<file path="src/rtl/img_sched_pkg.sv">
// img_sched_pkg: shared sizes, control states and read-response tags for the image memory scheduler.
package img_sched_pkg;
  localparam int IMG_WORDS = 784;
  localparam int ADDR_W = 10;
  localparam int DATA_W = 32;
  typedef enum logic [1:0] {IDLE, CLEAR, LOCKED} state_t;
  localparam logic RID_VGA = 1'b0;
  localparam logic RID_NN = 1'b1;
endpackage

</file>
<file path="src/rtl/rr_arb2.sv">
// rr_arb2: two-requester round-robin arbiter; prio_b forces requester b to win without moving the pointer.
module rr_arb2 (
  input  logic CLOCK_50,
  input  logic reset,
  input  logic req_a,
  input  logic req_b,
  input  logic prio_b,
  output logic gnt_a,
  output logic gnt_b
);
  logic ptr;
  assign gnt_b = req_b & (prio_b | ~req_a | ptr);
  assign gnt_a = req_a & ~gnt_b;
  always_ff @(posedge CLOCK_50)
    if (reset) ptr <= 1'b0;
    else if (req_a & req_b & ~prio_b) ptr <= ~ptr;
endmodule

</file>
<file path="src/rtl/image_mem_scheduler.sv">
// image_mem_scheduler: arbitrates draw writes, VGA/NN reads, hardware clear and inference lock on the image memory.
// Optional clear sequencer compiled in with IMG_SCHED_CLEAR_EN.
module image_mem_scheduler #(
  parameter int IMG_WORDS = img_sched_pkg::IMG_WORDS,
  parameter int ADDR_W = img_sched_pkg::ADDR_W,
  parameter int DATA_W = img_sched_pkg::DATA_W
) (
  input  logic              CLOCK_50,
  input  logic              reset,
  input  logic              dw_req,
  input  logic [ADDR_W-1:0] dw_addr,
  input  logic [DATA_W-1:0] dw_data,
  output logic              dw_gnt,
  input  logic              vr_req,
  input  logic [ADDR_W-1:0] vr_addr,
  output logic              vr_gnt,
  output logic              vr_rvalid,
  input  logic              nn_req,
  input  logic [ADDR_W-1:0] nn_addr,
  output logic              nn_gnt,
  output logic              nn_rvalid,
  output logic [DATA_W-1:0] rdata,
  input  logic              nn_lock,
  input  logic              clr_start,
  output logic              clr_busy,
  output logic              clr_done,
  output logic              mem_we,
  output logic [ADDR_W-1:0] mem_waddr,
  output logic [DATA_W-1:0] mem_wdata,
  output logic [ADDR_W-1:0] mem_raddr,
  input  logic [DATA_W-1:0] mem_rdata
);
  import img_sched_pkg::*;
  localparam logic [ADDR_W-1:0] LIMIT = ADDR_W'(IMG_WORDS);
  localparam logic [ADDR_W-1:0] LAST = ADDR_W'(IMG_WORDS - 1);
  state_t state;
  logic rv_q, rid_q, oor_q, rd, clr_wr;
  logic [ADDR_W-1:0] raddr_q;
  rr_arb2 u_arb (
    .CLOCK_50(CLOCK_50),
    .reset(reset),
    .req_a(vr_req & ~reset),
    .req_b(nn_req & ~reset),
    .prio_b(state == LOCKED),
    .gnt_a(vr_gnt),
    .gnt_b(nn_gnt)
  );
  assign rd = vr_gnt | nn_gnt;
  assign mem_raddr = nn_gnt ? nn_addr : vr_gnt ? vr_addr : raddr_q;
  assign dw_gnt = dw_req & ~reset & (state == IDLE);
  assign mem_we = clr_wr | (dw_gnt & (dw_addr < LIMIT));
  assign mem_wdata = dw_gnt ? dw_data : '0;
  assign vr_rvalid = rv_q & (rid_q == RID_VGA);
  assign nn_rvalid = rv_q & (rid_q == RID_NN);
  assign rdata = (rv_q & ~oor_q) ? mem_rdata : '0;
`ifdef IMG_SCHED_CLEAR_EN
  logic pend, done_q;
  logic [ADDR_W-1:0] cnt;
  assign clr_wr = (state == CLEAR) & ~reset;
  assign mem_waddr = clr_wr ? cnt : dw_gnt ? dw_addr : '0;
  assign clr_busy = state == CLEAR;
  assign clr_done = done_q;
  always_ff @(posedge CLOCK_50)
    if (reset) begin
      state <= IDLE;
      pend <= 1'b0;
      cnt <= '0;
      done_q <= 1'b0;
    end else begin
      done_q <= 1'b0;
      case (state)
        IDLE:
          if (nn_lock) begin
            state <= LOCKED;
            pend <= pend | clr_start;
          end else if (pend | clr_start) begin
            state <= CLEAR;
            pend <= 1'b0;
            cnt <= '0;
          end
        LOCKED: begin
          pend <= pend | clr_start;
          if (!nn_lock) state <= IDLE;
        end
        CLEAR: begin
          cnt <= cnt + 1'b1;
          if (cnt == LAST) begin
            state <= IDLE;
            done_q <= 1'b1;
          end
        end
        default: state <= IDLE;
      endcase
    end
`else
  logic clr_unused;
  assign clr_unused = clr_start;
  assign clr_wr = 1'b0;
  assign mem_waddr = dw_gnt ? dw_addr : '0;
  assign clr_busy = 1'b0;
  assign clr_done = 1'b0;
  always_ff @(posedge CLOCK_50)
    if (reset) state <= IDLE;
    else state <= nn_lock ? LOCKED : IDLE;
`endif
  // Response tag: a read granted this cycle returns on the next one.
  always_ff @(posedge CLOCK_50)
    if (reset) begin
      rv_q <= 1'b0;
      rid_q <= RID_VGA;
      oor_q <= 1'b0;
      raddr_q <= '0;
    end else begin
      rv_q <= rd;
      rid_q <= nn_gnt ? RID_NN : RID_VGA;
      oor_q <= mem_raddr >= LIMIT;
      if (rd) raddr_q <= mem_raddr;
    end
endmodule

</file>
<file path="config.mk">
export PLATFORM = sky130hd
export DESIGN_NAME = image_mem_scheduler
export DESIGN_NICKNAME = d
export VERILOG_FILES = /design/src/rtl/img_sched_pkg.sv /design/src/rtl/rr_arb2.sv /design/src/rtl/image_mem_scheduler.sv
export SDC_FILE = /design/constraint.sdc
export NUM_CORES = 1
export LEC_CHECK = 0
export CORE_ASPECT_RATIO = 0.9
export CORE_MARGIN = 10
export CORE_UTILIZATION = 25
export DETAILED_ROUTE_END_ITERATION = 8
export PLACE_DENSITY = 0.86
export SKIP_LAST_GASP = 1
export SLEW_MARGIN = 30
export SYNTH_ARGS = -nofsm -noshare
export SYNTH_HDL_FRONTEND = slang
export SYNTH_SLANG_ARGS = --single-unit
</file>
<file path="constraint.sdc">
create_clock -name CLOCK_50 -period 3 [get_ports CLOCK_50]
set_clock_uncertainty 0.1 [all_clocks]
set_input_delay 0.75 -clock CLOCK_50 [delete_from_list [all_inputs] [get_ports CLOCK_50]]
set_output_delay 0.75 -clock CLOCK_50 [all_outputs]
set_load 0.02 [all_outputs]
</file>
Word-level counts from Yosys, hierarchy flattened --
Cells that the tools add are included.
Word-level totals: register bits 16, bits of input ports 101, output and inout bits 92, word-level logic and storage cells 39
Operators by class: magnitude comparators 2, equal/unequal tests 1, muxes and demuxes 7, bitwise operators 22, reductions and logical operators 1
Operators by type and width (number):
- 32-bit two-way mux | 2
- 10-bit two-way mux | 3
- 1-bit AND | 12
- 10-bit greater-or-equal comparator, second input constant | 1
- 10-bit < comparator, second input constant | 1
- 1-bit inverter | 7
- 1-bit bitwise OR | 3
- 2-bit == test, second input constant | 1
- 2-bit zero test | 1
- 2-bit two-way mux | 1
- 1-bit two-way mux | 1

Depth between registers and ports, before layout --
Gate-level depths: netlist of run 1.
depth after elaboration 11, gate-level depth with buffers 5, gate-level depth less buffers 4

Modules after synthesis --
From an unflattened synthesis of run 1, not the netlist that was laid out.
Unflattened totals: cells, all modules 175, area total of the unflattened synthesis 1376.3 µm²
Modules (own cells, without submodules):
- image_mem_scheduler | instances 1, cells an instance 166, area each 1288.7 µm²
- rr_arb2 | instances 1, cells an instance 9, area each 87.6 µm²

Worst setup path after synthesis of run 1 --
Ideal clock, no wire load.
path kind input port to output port, start point input reset, end point output mem_waddr[1], arrival time 1872 ps, path slack 278 ps, stages on the path 3, path buffers 1, cells stage by stage nor3b_1 > clkbuf_1 > and2_1
Between the ends: longest elaborated chain between the ends 4
RTL lines:
- start, declared | RTL line image_mem_scheduler.sv:9 | input logic reset,
- 1-bit inverter | RTL line image_mem_scheduler.sv:50 | assign dw_gnt = dw_req & ~reset & (state == IDLE);
- 1-bit AND (2 in series) | RTL line image_mem_scheduler.sv:50
- net dw_gnt | RTL line image_mem_scheduler.sv:13 | output logic dw_gnt,
- 10-bit two-way mux | RTL line image_mem_scheduler.sv:99 | assign mem_waddr = dw_gnt ? dw_addr : '0;
- end, declared | RTL line image_mem_scheduler.sv:28 | output logic [ADDR_W-1:0] mem_waddr,
The timed path passes the listed nets, and every way through them passes these cells.

Worst setup path in the final report of run 1 --
start point input dw_req, end point output mem_wdata[29]
Between the ends: longest elaborated chain between the ends 3
RTL lines:
- start, declared | RTL line image_mem_scheduler.sv:10 | input logic dw_req,
- 1-bit AND (2 in series) | RTL line image_mem_scheduler.sv:50
- 32-bit two-way mux | RTL line image_mem_scheduler.sv:52 | assign mem_wdata = dw_gnt ? dw_data : '0;
- end, declared | RTL line image_mem_scheduler.sv:29 | output logic [DATA_W-1:0] mem_wdata,
No other way between the ends.

==> flow_summary.toml, run 1 <==
[pwr]
clockPowerShare_pct = 18.0
power_leakage_uw = 0.001510
pwr-share-seq_pct = 24.0
combPwrFrac_pct = 58.0
p_int_uw = 614.2
power_density_nw_per_um2 = 255.3
p_sw_uw = 306.8
ir_worst_vdd_mv = 0.2663
power_uw = 921.0
p_sw_share_pct = 33.31

[place]
io_buffers = 189
place_congestion = 0.7319
dp_hpwl_mm = 6.361
place_inst = 437

[detailed_routing]
wl_per_cell_um = 17.54
via_count = 1923
postRouteAntennaNets = 0
vias_per_cell = 4.283
route.detailed.drc = 0
drt_first_iter_violations = 38
wl_mm = 7.874
drt_pass1_iterations = 4

[floorplan]
die_area_um2 = 8501
ios = 193
start_util_pct = 26.29
die_width_um = 96.09
core-area_um2 = 4955
core.rowCount = 24
die_h_um = 88.48

[sta]
hold_viol = 0
fmaxAchievable_ghz = 0.3353
finalCriticalPeriod_ns = 2.982
tns_ns = 0
grt_setup_unrepaired = "true"
slew_violations = 0
whs_ns = 0.4967
min_period_over_period_pct = 99.40
setup_viol = 0

[final_layout]
final_util_pct = 72.80
multi_input_area_um2 = 970.9
drive_above_1_share_pct = 28.39
syn_to_final_growth_pct = 176.9
diodes = 0
final_nets = 486
finalNonFillerCells = 449
seq_area_um2 = 300.3
fill_cells = 367

[setup_path]
critPathMaxStageDelay_ns = 0.46
crit_required_ns = 2.15
cp.arrival_ns = 2.13
crit_path_top_delay_cell = "clkdlybuf4s50_1"
worstSetupPathType = "input port to primary output"
r2r_slack_ns = 1.08
end_kind = "primary output"
reg2reg_depth = 7
r2r-start = "state[1]"
r2r-end = "oor_q"
cp_max_fo = 22
crit_chain = "clkdlybuf4s50_1 -> nor3b_4 -> buf_4 -> clkbuf_16 -> and2_1 -> clkdlybuf4s15_2"
startpoint_type = "input port"

[synthesis]
yosysUniqueCellTypes = 31
yosysTopAreaCellShare_pct = 37.46
syn-cell-area_um2 = 1302
syn-instance-count = 170
synth_seq_cells = 15
synth_top_area_cell = "and2_1"
yosysWarningCount = 0
yosysSeqAreaShare_pct = 23.05
synthTopCellsByArea = "and2_1 (37%), dfxtp_1 (23%), mux2i_1 (6.9%)"
syn_avg_cell_area_um2 = 7.662

[min_path]
min_from = "u_arb.ptr"
hold_depth = 2
min_path_type = "flip-flop to flip-flop"
min_to = "u_arb.ptr"

[global_route]
grt_overflow = 0
antenna_found_initial = 0
grt_usage_pct = 16.14
grt_pass1_wl_mm = 10.73
grt_pass1_vias = 1970
grt_max_degree = 45

[clock_tree]
hold_buffers = 0
cts_max_path_buffers = 2
clkLatencyLatePin_ns = 0.25
cts_tree = "done"
cts-root-buf = "clkbuf_8"
h-tree-depth = 1
cts_buffers = 3
clkTransAtPathRegs_ns = 0.06
clock-sinks = 15

[job]
maxCapViolations = 0

[status]
status = "finished, final reports clean"
[flip-flops by register name (all words and copies together) (netlist names)]
signal,cells
raddr_q,10
state,1
oor_q,1
u_arb.ptr,1
rid_q,1
rv_q,1
[routing by layer]
metal | track usage [%] | wire length [um] | vias up | share of wire [%]
li1 | - | - | 965 | -
met4 | 3.213 | 59 | 0 | 0.75
met3 | 6.012 | 917 | 6 | 12
met1 | 16.18 | 2618 | 863 | 33
met5 | 0 | 0 | - | 0
met2 | 30.97 | 4279 | 89 | 54
[layout by cell type, fill, tap and decap left out, drive strengths merged, types with 6 or more instances in the layout]
cell           instances
clkdlybuf4s50        130
and2                  78
clkdlybuf4s15         45
buf                   38
dfxtp                 15
mux2i                  9
inv                    8
nor2                   8
clkbuf                 6
[layout make-up]
cell class / instances / area share [%]
tap: 65 / 2.255
inverter: 8 / 0.8325
clock buffer: 3 / 1.145
multi-input combinational: 137 / 26.92
timing repair buffer: 220 / 60.39
clock inverter: 1 / 0.1387
sequential: 15 / 8.325
[cells in the mapped netlist]
cell type / number
or2_4: 1
or2_2: 1
and2b_1: 1
o21a_1: 1
inv_1: 8
or3_1: 2
xor2_1: 1
o221ai_1: 2
mux2i_1: 9
nor3_1: 1
and2_1: 78
nor3b_1: 1
a21oi_1: 5
buf_2: 1
a211oi_1: 4
buf_4: 3
nand2b_4: 1
conb_1: 1
nor2_1: 8
a211o_1: 1
nand3b_1: 3
a311oi_1: 1
clkbuf_1: 8
dfxtp_1: 15
nor4_1: 1
buf_6: 1
mux2_2: 3
nor2b_1: 5
nor3b_4: 1
nand2_1: 1
a22oi_1: 1
[how the worst max path moves through the flow]
| stage | startpoint | end | slack (ns) | cells after the start |
|---|---|---|---|---|
| 4_1_cts | nn_req | vr_gnt | 0.04 | 5 |
| 3_3_place_gp | reset | mem_raddr[5] | -0.53 | 6 |
| 3_5_place_dp | reset | mem_raddr[6] | -0.56 | 6 |
| 5_1_grt | dw_req | mem_wdata[29] | -0.03 | 6 |
| 2_1_floorplan | reset | mem_waddr[1] | 0.28 | 3 |
| 6_report | dw_req | mem_wdata[29] | 0.02 | 6 |
[cell families (layout without fill, tap and decap cells)]
family          after synthesis  count (layout)  synth area share, %
other cells                   1               2               0.2879
compound gates               15              15                8.070
flops                        15              15                23.05
xor+xnor                      1               1               0.6726
buf+inv                      21             232                7.588
simple gates                105             107                50.82
mux                          12              12                9.510
[metrics by stage]
stage,setup slack (ns),instance area (um^2)
finish,0.01790,3607
global route,-0.02895,3607
CTS,0.04007,3546
detailed placement,-0.5567,3416
global placement,-0.5310,3416
floorplan,0.2785,1306
[power by group through the flow]
stage	clock (uW)	combinational, uW	sequential, uW
after floorplan	0	209	223
after global placement	0	523	224
after detailed placement	0	530	225
after CTS	169	527	221
after global routing	176	567	223
final	166	534	221
[timing repair]
item / CTS / global route
gates cloned: 2 / 2
pin swaps: 2 / 0
endpoints found under the setup margin: 56 / 21
gates resized for setup: 188 / 3
buffers inserted: 3 / 1
[critical path, delay by kind of cell]
family	cells	cell delay [ns]
buf+inv	4	1.07
simple gates	2	0.29
Power figures use the tool's default switching activity.
==> inputs of run 2 (changes only) <==
--- a/config.mk
+++ b/config.mk
@@ -11,7 +11,7 @@
 export DETAILED_ROUTE_END_ITERATION = 8
 export PLACE_DENSITY = 0.86
 export SKIP_LAST_GASP = 1
-export SLEW_MARGIN = 30
+export SLEW_MARGIN = 20
 export SYNTH_ARGS = -nofsm -noshare
 export SYNTH_HDL_FRONTEND = slang
 export SYNTH_SLANG_ARGS = --single-unit
==> results of run 2 <==
Same layout as run 1: the final DEF is identical, and so are final timing and power.
